<file path="config.mk">
export PLATFORM = sky130hd
export DESIGN_NAME = prio_code_decoder
export DESIGN_NICKNAME = d
export VERILOG_FILES = /design/src/rtl/prio_code_pkg.sv /design/src/rtl/prio_code_fifo.sv /design/src/rtl/prio_code_decoder.sv
export SDC_FILE = /design/constraint.sdc
export NUM_CORES = 1
export LEC_CHECK = 0
export ABC_CLOCK_PERIOD_IN_PS = 2150
export CORE_ASPECT_RATIO = 1.1
export CORE_UTILIZATION = 47
export CTS_CLUSTER_DIAMETER = 40
export DETAILED_ROUTE_END_ITERATION = 12
export PLACE_DENSITY = 0.71
export SETUP_SLACK_MARGIN = 0.02
export SYNTH_ARGS = -nofsm -noshare
export SYNTH_HDL_FRONTEND = slang
export SYNTH_SLANG_ARGS = --single-unit
</file>
<file path="constraint.sdc">
create_clock -name clk -period 2.15 [get_ports clk]
set_input_delay 0.43 -clock clk [delete_from_list [all_inputs] [get_ports clk]]
set_output_delay 0.43 -clock clk [all_outputs]
set_load 0.01 [all_outputs]
</file>
<file path="src/rtl/prio_code_pkg.sv">
// Shared definitions for the priority select encoder/decoder pair:
// code points, decoder FSM states and the code-to-select mapping.
package prio_code_pkg;

  localparam logic [1:0] CODE_SEL1 = 2'b00;
  localparam logic [1:0] CODE_SEL2 = 2'b01;
  localparam logic [1:0] CODE_SEL3 = 2'b10;
  localparam logic [1:0] CODE_NONE = 2'b11;

  typedef enum logic {
    IDLE = 1'b0,
    HOLD = 1'b1
  } state_t;

  // Returns {sel3, sel2, sel1}; CODE_NONE maps to no select at all.
  function automatic logic [2:0] decode_sel(input logic [1:0] c);
    logic [2:0] s;
    s = 3'b000;
    case (c)
      CODE_SEL1: s = 3'b001;
      CODE_SEL2: s = 3'b010;
      CODE_SEL3: s = 3'b100;
      default:   s = 3'b000;
    endcase
    return s;
  endfunction

endpackage

</file>
<file path="src/rtl/prio_code_fifo.sv">
// DEPTH x 2-bit synchronous code FIFO with wrap-bit pointers, flush and fill level.
module prio_code_fifo
  import prio_code_pkg::*;
#(
  parameter int DEPTH = 4,
  localparam int AW = $clog2(DEPTH),
  localparam int LVL_W = AW + 1
) (
  input  logic             clk,
  input  logic             rst_n,
  input  logic             flush,
  input  logic             push,
  input  logic [1:0]       push_data,
  input  logic             pop,
  output logic [1:0]       pop_data,
  output logic             full,
  output logic             empty,
  output logic [LVL_W-1:0] level
);

  logic [1:0]       mem [DEPTH];
  logic [LVL_W-1:0] wr_ptr;
  logic [LVL_W-1:0] rd_ptr;
  logic             do_push;
  logic             do_pop;

  // Pointers carry one extra wrap bit so full and empty are distinguishable.
  assign empty    = (wr_ptr == rd_ptr);
  assign full     = (wr_ptr[AW] != rd_ptr[AW]) && (wr_ptr[AW-1:0] == rd_ptr[AW-1:0]);
  assign level    = wr_ptr - rd_ptr;
  assign pop_data = mem[rd_ptr[AW-1:0]];
  assign do_push  = push && !full && !flush;
  assign do_pop   = pop && !empty && !flush;

  always_ff @(posedge clk or negedge rst_n) begin
    if (!rst_n) begin
      wr_ptr <= '0;
      rd_ptr <= '0;
    end else if (flush) begin
      wr_ptr <= '0;
      rd_ptr <= '0;
    end else begin
      if (do_push) wr_ptr <= wr_ptr + LVL_W'(1);
      if (do_pop)  rd_ptr <= rd_ptr + LVL_W'(1);
    end
  end

  always_ff @(posedge clk) begin
    if (do_push) mem[wr_ptr[AW-1:0]] <= push_data;
  end

endmodule

</file>
<file path="src/rtl/prio_code_decoder.sv">
// Buffers 2-bit priority codes and replays each as a one-hot select held for
// HOLD_CYCLES clocks; re-encoding {sel1,sel2,sel3} gives back the accepted code.
module prio_code_decoder
  import prio_code_pkg::*;
#(
  parameter int DEPTH = 4,
  parameter int HOLD_CYCLES = 4,
  localparam int LVL_W = $clog2(DEPTH) + 1
) (
  input  logic             clk,
  input  logic             rst_n,
  input  logic             flush,
  input  logic             code_valid,
  input  logic [1:0]       code,
  output logic             code_ready,
  output logic             sel1,
  output logic             sel2,
  output logic             sel3,
  output logic             sel_valid,
  output logic             done,
  output logic [LVL_W-1:0] level,
  output logic             dbg_state
);

  localparam int CNT_W = (HOLD_CYCLES > 1) ? $clog2(HOLD_CYCLES) : 1;

  state_t           state_q, state_d;
  logic [CNT_W-1:0] cnt_q, cnt_d;
  logic [2:0]       sel_q, sel_d;
  logic             sv_q, sv_d;
  logic             full, empty, pop, hold_end;
  logic [1:0]       head;

  // Handshake: a code is taken at a rising edge where code_valid && code_ready;
  // the source must hold code stable while code_valid is high and code_ready low.
  assign code_ready = rst_n && !full && !flush;

  prio_code_fifo #(.DEPTH(DEPTH)) u_fifo (
    .clk       (clk),
    .rst_n     (rst_n),
    .flush     (flush),
    .push      (code_valid && code_ready),
    .push_data (code),
    .pop       (pop),
    .pop_data  (head),
    .full      (full),
    .empty     (empty),
    .level     (level)
  );

  assign hold_end = (state_q == HOLD) && (cnt_q == '0);
  assign pop      = !flush && !empty && ((state_q == IDLE) || hold_end);

  always_comb begin
    state_d = state_q;
    cnt_d   = cnt_q;
    sel_d   = sel_q;
    sv_d    = sv_q;
    if (flush) begin
      state_d = IDLE;
      cnt_d   = '0;
      sel_d   = 3'b000;
      sv_d    = 1'b0;
    end else if (pop) begin
      // Reload on the final hold cycle so consecutive codes have no bubble.
      state_d = HOLD;
      cnt_d   = CNT_W'(HOLD_CYCLES - 1);
      sel_d   = decode_sel(head);
      sv_d    = 1'b1;
    end else if (hold_end) begin
      state_d = IDLE;
      sel_d   = 3'b000;
      sv_d    = 1'b0;
    end else if (state_q == HOLD) begin
      cnt_d = cnt_q - CNT_W'(1);
    end
  end

  always_ff @(posedge clk or negedge rst_n) begin
    if (!rst_n) begin
      state_q <= IDLE;
      cnt_q   <= '0;
      sel_q   <= 3'b000;
      sv_q    <= 1'b0;
    end else begin
      state_q <= state_d;
      cnt_q   <= cnt_d;
      sel_q   <= sel_d;
      sv_q    <= sv_d;
    end
  end

  assign sel1      = sel_q[0];
  assign sel2      = sel_q[1];
  assign sel3      = sel_q[2];
  assign sel_valid = sv_q;
  assign done      = hold_end;
  assign dbg_state = (state_q == HOLD);

endmodule

</file>
Word-level counts from Yosys, hierarchy flattened --
Memories as Yosys holds them, arrays and structs flattened. Index checks and enable logic that the tools add are counted.
Word-level totals: register bits after elaboration 12, memory bits (writable) 8, input port bits 6, output and inout bits 10, word-level logic and storage cells 56, memories 1
Cells by class: add/sub/neg operators 4, eq/ne operators 6, muxes and demuxes 17, bitwise logic cells 1, reductions and logical operators 22
Memory list:
- u_fifo.mem | words 4, bits a word 2, rd ports 1, clocked after Yosys merged registers in 0, wr ports 1, RTL line prio_code_fifo.sv:21 | logic [1:0] mem [DEPTH];
Operator list (number):
- $mux W3 | 7
- $logic_and A1 B1 Y1 | 11
- $pmux W3 S3 | 1
- $mux W2 | 4
- $add A3 B1 Y3 const B | 2
- $reduce_bool A3 Y1 | 2
- $mux W1 | 5
- $logic_not A2 Y1 | 2
- $reduce_bool A2 Y1 | 2
- $eq A3 B3 Y1 | 1
- $logic_not A1 Y1 | 3
- $ne A3 B2 Y1 const B | 1
- $sub A3 B3 Y3 | 1
- $eq A2 B1 Y1 const B | 1
- $eq A2 B2 Y1 | 1
- $eq A2 B2 Y1 const B | 1
- $reduce_and A2 Y1 | 1
- $sub A2 B1 Y2 const B | 1
- $logic_or A1 B1 Y1 | 1
- $ne A1 B1 Y1 | 1
- $not A1 Y1 | 1

Logic depth before layout (Yosys ltp) --
depth in word-level cells 10, mapped depth 6, depth with buffers taken out 6

By module --
Synthesis repeated with hierarchy kept, for this count alone.
Second synthesis, totals: cell total of the unflattened synthesis 101, area, all modules 1182.4 um^2
Modules (own cells, without submodules):
- prio_code_fifo | times used 1, cells each 73, area an instance 863.3 um^2, seq. area each 390.4 um^2
- prio_code_decoder | times used 1, cells each 28, area an instance 319.1 um^2, seq. area each 150.1 um^2

Worst setup path before layout --
OpenSTA, ideal clock, no wires.
path type register to output, start register u_fifo.rd_ptr[0], end output level[2], data arrival time 1.275 ns, data required time 1.720 ns, slack 0.445 ns, stages on the path, launching flop included 4, path buffers 0, cells stage by stage dfrtp_1 ha_1 fa_1 xnor2_1
On the way: word-level cells in the longest chain between the ends 1
RTL lines:
- start: declaration | RTL line prio_code_fifo.sv:23 | logic [LVL_W-1:0] rd_ptr;
- start signal: assignment | RTL line prio_code_fifo.sv:44 | if (do_pop) rd_ptr <= rd_ptr + LVL_W'(1);
- $sub A3 B3 Y3 | RTL line prio_code_fifo.sv:30 | assign level = wr_ptr - rd_ptr;
- end: declaration | RTL line prio_code_decoder.sv:21 | output logic [LVL_W-1:0] level,
Every way passes these cells.

Worst setup path in the final report --
start register u_fifo.wr_ptr[1], end output code_ready
On the way: word-level cells in the longest chain between the ends 5
RTL lines:
- start: declaration | RTL line prio_code_fifo.sv:22 | logic [LVL_W-1:0] wr_ptr;
- start signal: assignment | RTL line prio_code_fifo.sv:43 | if (do_push) wr_ptr <= wr_ptr + LVL_W'(1);
- $eq A2 B2 Y1 | RTL line prio_code_fifo.sv:29 | assign full = (wr_ptr[AW] != rd_ptr[AW]) && (wr_ptr[AW-1:0] == rd_ptr[AW-1:0]);
- $logic_and A1 B1 Y1 | RTL line prio_code_fifo.sv:29
- $logic_not A1 Y1 | RTL line prio_code_decoder.sv:36 | assign code_ready = rst_n && !full && !flush;
- $logic_and A1 B1 Y1 (2 in a row) | RTL line prio_code_decoder.sv:36
- end: declaration | RTL line prio_code_decoder.sv:15 | output logic code_ready,
Every way passes these cells.

==> flow_summary.rst <==
.. list-table::
   :header-rows: 1

   * - Metric
     - Value
   * - Number of hold violations in the final report
     - 0
   * - Library cell contributing the largest single delay on the critical path
     - sky130_fd_sc_hd__dfrtp_1
   * - Number of nets with antenna violations after detailed routing
     - 0
   * - Setup repair after global routing missed its margin
     - yes
   * - Root buffer cell
     - sky130_fd_sc_hd__clkbuf_4
   * - Number of buffers and inverters on the critical path
     - 2
   * - Antenna cells
     - 0
   * - Remaining DRCs
     - 0
   * - Area growth syn-to-layout
     - 32.3%
   * - Clock tree from TritonCTS
     - done
   * - Origin of the critical flop-to-flop path
     - u_fifo.rd_ptr[1]
   * - Number of placed I/O pins
     - 16
   * - Global-route wire length before repair
     - between 3 and 4 mm
   * - Fraction of layout cells with a size suffix above 1
     - ~24%
   * - Relative slew margins
     - a little under three quarters
   * - Type of destination of the critical path
     - primary output
   * - Synth cell types
     - 33
   * - Maximum number of pins on one net before global-route repair
     - 15
   * - Total GRT Usage
     - 22.1%
   * - Most frequent cells in the layout
     - sky130_fd_sc_hd__buf_4 (15), sky130_fd_sc_hd__dfrtp_1 (12), sky130_fd_sc_hd__clkdlybuf4s50_1 (12)
   * - Summed negative setup slack over all endpoints
     - 0 ns
   * - Actual slew at the worst max-slew pin
     - 0.423 ns
   * - Number of iterations in the first detailed-routing pass
     - 4
   * - Sequential fraction of the synthesis area
     - 50.6%
   * - I/O Buffers
     - 15
   * - Logic depth of the worst path, buffers included
     - 5
   * - Minimum setup slack among reg-to-reg paths
     - about 0.33 ns
   * - Count of final max-slew check failures
     - 0
   * - Share of the clock period used by the worst path
     - 96.5%
   * - Worst hold path class
     - input pin to async pin
   * - Static power due to leakage
     - 0.643 nW
   * - Main synth FF type
     - sky130_fd_sc_hd__dfrtp_1
   * - Die footprint
     - roughly 0.0025 mm2
   * - Power density of the placed cells
     - between 1000 and 1500 mW/mm2
   * - Class of the most critical setup path
     - flip-flop to primary output
   * - Worst reg2reg path endpoint
     - u_fifo.mem[0][0]
   * - Number of inserted filler cells in the final layout
     - around 170
   * - Total routed wirelength
     - roughly 2.3 mm
   * - Maximum ir drop on the vdd rail
     - between 0.0005 and 0.0006 V
   * - Post-layout instance area
     - 0.00141 mm2
   * - Clock net sink count
     - 20
   * - Timing startpoint of the critical path
     - u_fifo.wr_ptr[1]
   * - Routed wirelength normalized by instance count
     - about 15 um
   * - Number of enable flip-flop cells after synthesis
     - 8
   * - Worst endpoint data arrival time
     - 1.64 ns
   * - Via density per instance
     - 5.41
   * - H-tree level count
     - 1
   * - Global placement routability congestion
     - a little under 0.8
   * - Final worst clock skew
     - roughly 0.0074 ns
   * - Yosys warning total
     - 0
   * - Initial Utilization
     - between 50% and 60%
   * - Initial antenna violation count
     - 0
   * - Synthesized netlist net count
     - roughly 100
   * - Commonest non-fill, non-tap cell in the layout
     - sky130_fd_sc_hd__buf_4
   * - Die Width
     - about 47 um
   * - Number of buffers on the longest clock path
     - 2
   * - Number of failing setup endpoints in the final timing report
     - 0
   * - Leftover overflow at the end of global routing
     - 0
   * - Async set-or-reset flop fraction in the synthesized netlist
     - 60.0%
   * - Vias after detailed routing
     - 796
   * - Final worst path period need
     - 2.07 ns
   * - FF+latch count, synth
     - 20
   * - Number of maximum-capacitance violations
     - 0
   * - Launching element type of the critical path
     - flip-flop
   * - Clock buffers created by TritonCTS
     - 3
   * - Synth Cell Area
     - roughly 0.0011 mm2
   * - Placed cell area
     - ~0.0013 mm2
   * - Worst stage delay on the critical path
     - between 0.4 and 0.5 ns
   * - Critical Path End
     - code_ready
   * - Clock transition at the register clock pins on the worst setup and hold paths after CTS
     - about 0.13 ns
   * - Min Hold Slack
     - 0.503 ns
   * - Avg Cell Area, Syn
     - about 12 um2
   * - HPWL Detailed
     - 1.59 mm
   * - Outcome
     - completed
   * - Category of cells accounting for the largest share of critical-path delay
     - flip-flops
   * - Crit path cell chain
     - buf_4 -> ha_4 -> nand2_1 -> o211a_1 -> clkdlybuf4s15_1
   * - CP required
     - roughly 1.7 ns
   * - Clock latency at the later pin of the worst-skew pair
     - about 0.31 ns
   * - Number of instances in the synthesized netlist
     - 87
   * - Count of routing violations after the opening detailed-route iteration
     - 34
   * - Highest clock rate
     - ~0.48 GHz
   * - Area inside the core boundary
     - ~0.0021 mm2
   * - Worst Reg-to-Reg Cells
     - 7
   * - Max FO, Critical Path
     - 3
   * - Via count of the first global-routing pass
     - around 770
   * - Die Ht
     - ~52 um
   * - Final net count
     - ~140
   * - Site row count
     - 17
## timing repair
item | CTS | global route
cloned | 0 | 0
resized for setup | 9 | 3
setup buffers | 5 | 1
endpoints found under the setup margin | 4 | 4
hold buffers | 0 | 0
pin swaps | 1 | 1
## worst min path at each step
stage / startpoint / endpoint / slack (ns) / cells past startpoint
final: rst_n / cnt_q[0] / 0.50 / 2
after global routing: rst_n / u_fifo.rd_ptr[1] / 0.51 / 2
after CTS: cnt_q[0] / cnt_q[0] / 0.49 / 1
after detailed placement: cnt_q[0] / cnt_q[0] / 0.48 / 1
after global placement: cnt_q[0] / cnt_q[0] / 0.48 / 1
after floorplan: rst_n / cnt_q[0] / 0.13 / 0
## stage by stage
stage / power (mW) / setup slack [ns] / instances / utilization, %
2_1_floorplan: 0.862 / 0.445 / 87 / -
3_3_place_gp: 1.11 / 0.0836 / 137 / 62.4
3_5_place_dp: 1.13 / 0.0335 / 137 / 62.4
4_1_cts: 1.48 / 0.0302 / 146 / 67.9
5_1_grt: 1.59 / 0.00852 / 147 / 67.8
6_report: 1.49 / 0.0756 / 147 / 67.8
## state kept, by name, summed over array words and instances (netlist names)
signal	count
u_fifo.mem	8
sel_valid	1
sel_q	3
u_fifo.wr_ptr	3
cnt_q	2
u_fifo.rd_ptr	3
## power breakdown
| group | switching (mW) | internal [mW] |
|---|---|---|
| logic | 0.337 | 0.343 |
| registers | 0.0467 | 0.454 |
| clock network | 0.125 | 0.188 |
## kinds of logic after synthesis
family / Yosys count / share of synthesized area, %
xor gates and xnor gates: 6 / 5.62
DFF: 20 / 50.6
AOI/OAI and AO/OA: 14 / 10.7
and+or+nand+nor: 24 / 11.2
muxes: 3 / 5.62
buffers and inverters: 11 / 5.03
adders and majority gates: 9 / 11.2
## synth_stat cells, drive strengths merged (2+ instances only)
cell type	n	area [um2]
xnor2	2	25.0
o21ai	2	10.0
nor2	8	30.0
o31ai	2	15.0
ha	8	100
mux4	2	48.8
a21oi	2	10.0
xor2	4	35.0
and2	4	25.0
edfxtp	8	240
inv	9	33.8
nand2	4	15.0
nand3	3	15.0
dfrtp	12	300
## layout make-up
class / instances / area [um2] / area share (%)
Sequential cell: 20 / 541 / 38.2
Multi-Input combinational cell: 56 / 499 / 35.3
Timing Repair Buffer: 30 / 253 / 17.9
Tap cell: 28 / 35.0 / 2.48
Inverter: 9 / 33.8 / 2.39
Clock inverter: 1 / 30.0 / 2.12
Clock buffer: 3 / 22.5 / 1.59
## worst reg2reg max path: stages, from the launching register on
cell	delay, ns
sky130_fd_sc_hd__dfrtp_1	0.40
sky130_fd_sc_hd__buf_4	0.14
sky130_fd_sc_hd__inv_1	0.11
sky130_fd_sc_hd__ha_4	0.23
sky130_fd_sc_hd__nand2_1	0.08
sky130_fd_sc_hd__buf_4	0.14
sky130_fd_sc_hd__o2111a_2	0.25
sky130_fd_sc_hd__and2_1	0.20
## layer usage
metal / up-vias / GRT usage (%) / share of wire (%)
met2: 36 / 34.9 / 51
li1: 376 / - / -
met5: - / 0 / 0
met4: 0 / 7.14 / 0.84
met3: 4 / 3.13 / 4.8
met1: 380 / 30.7 / 43
Note: power is estimated with default switching activity, not from simulation.
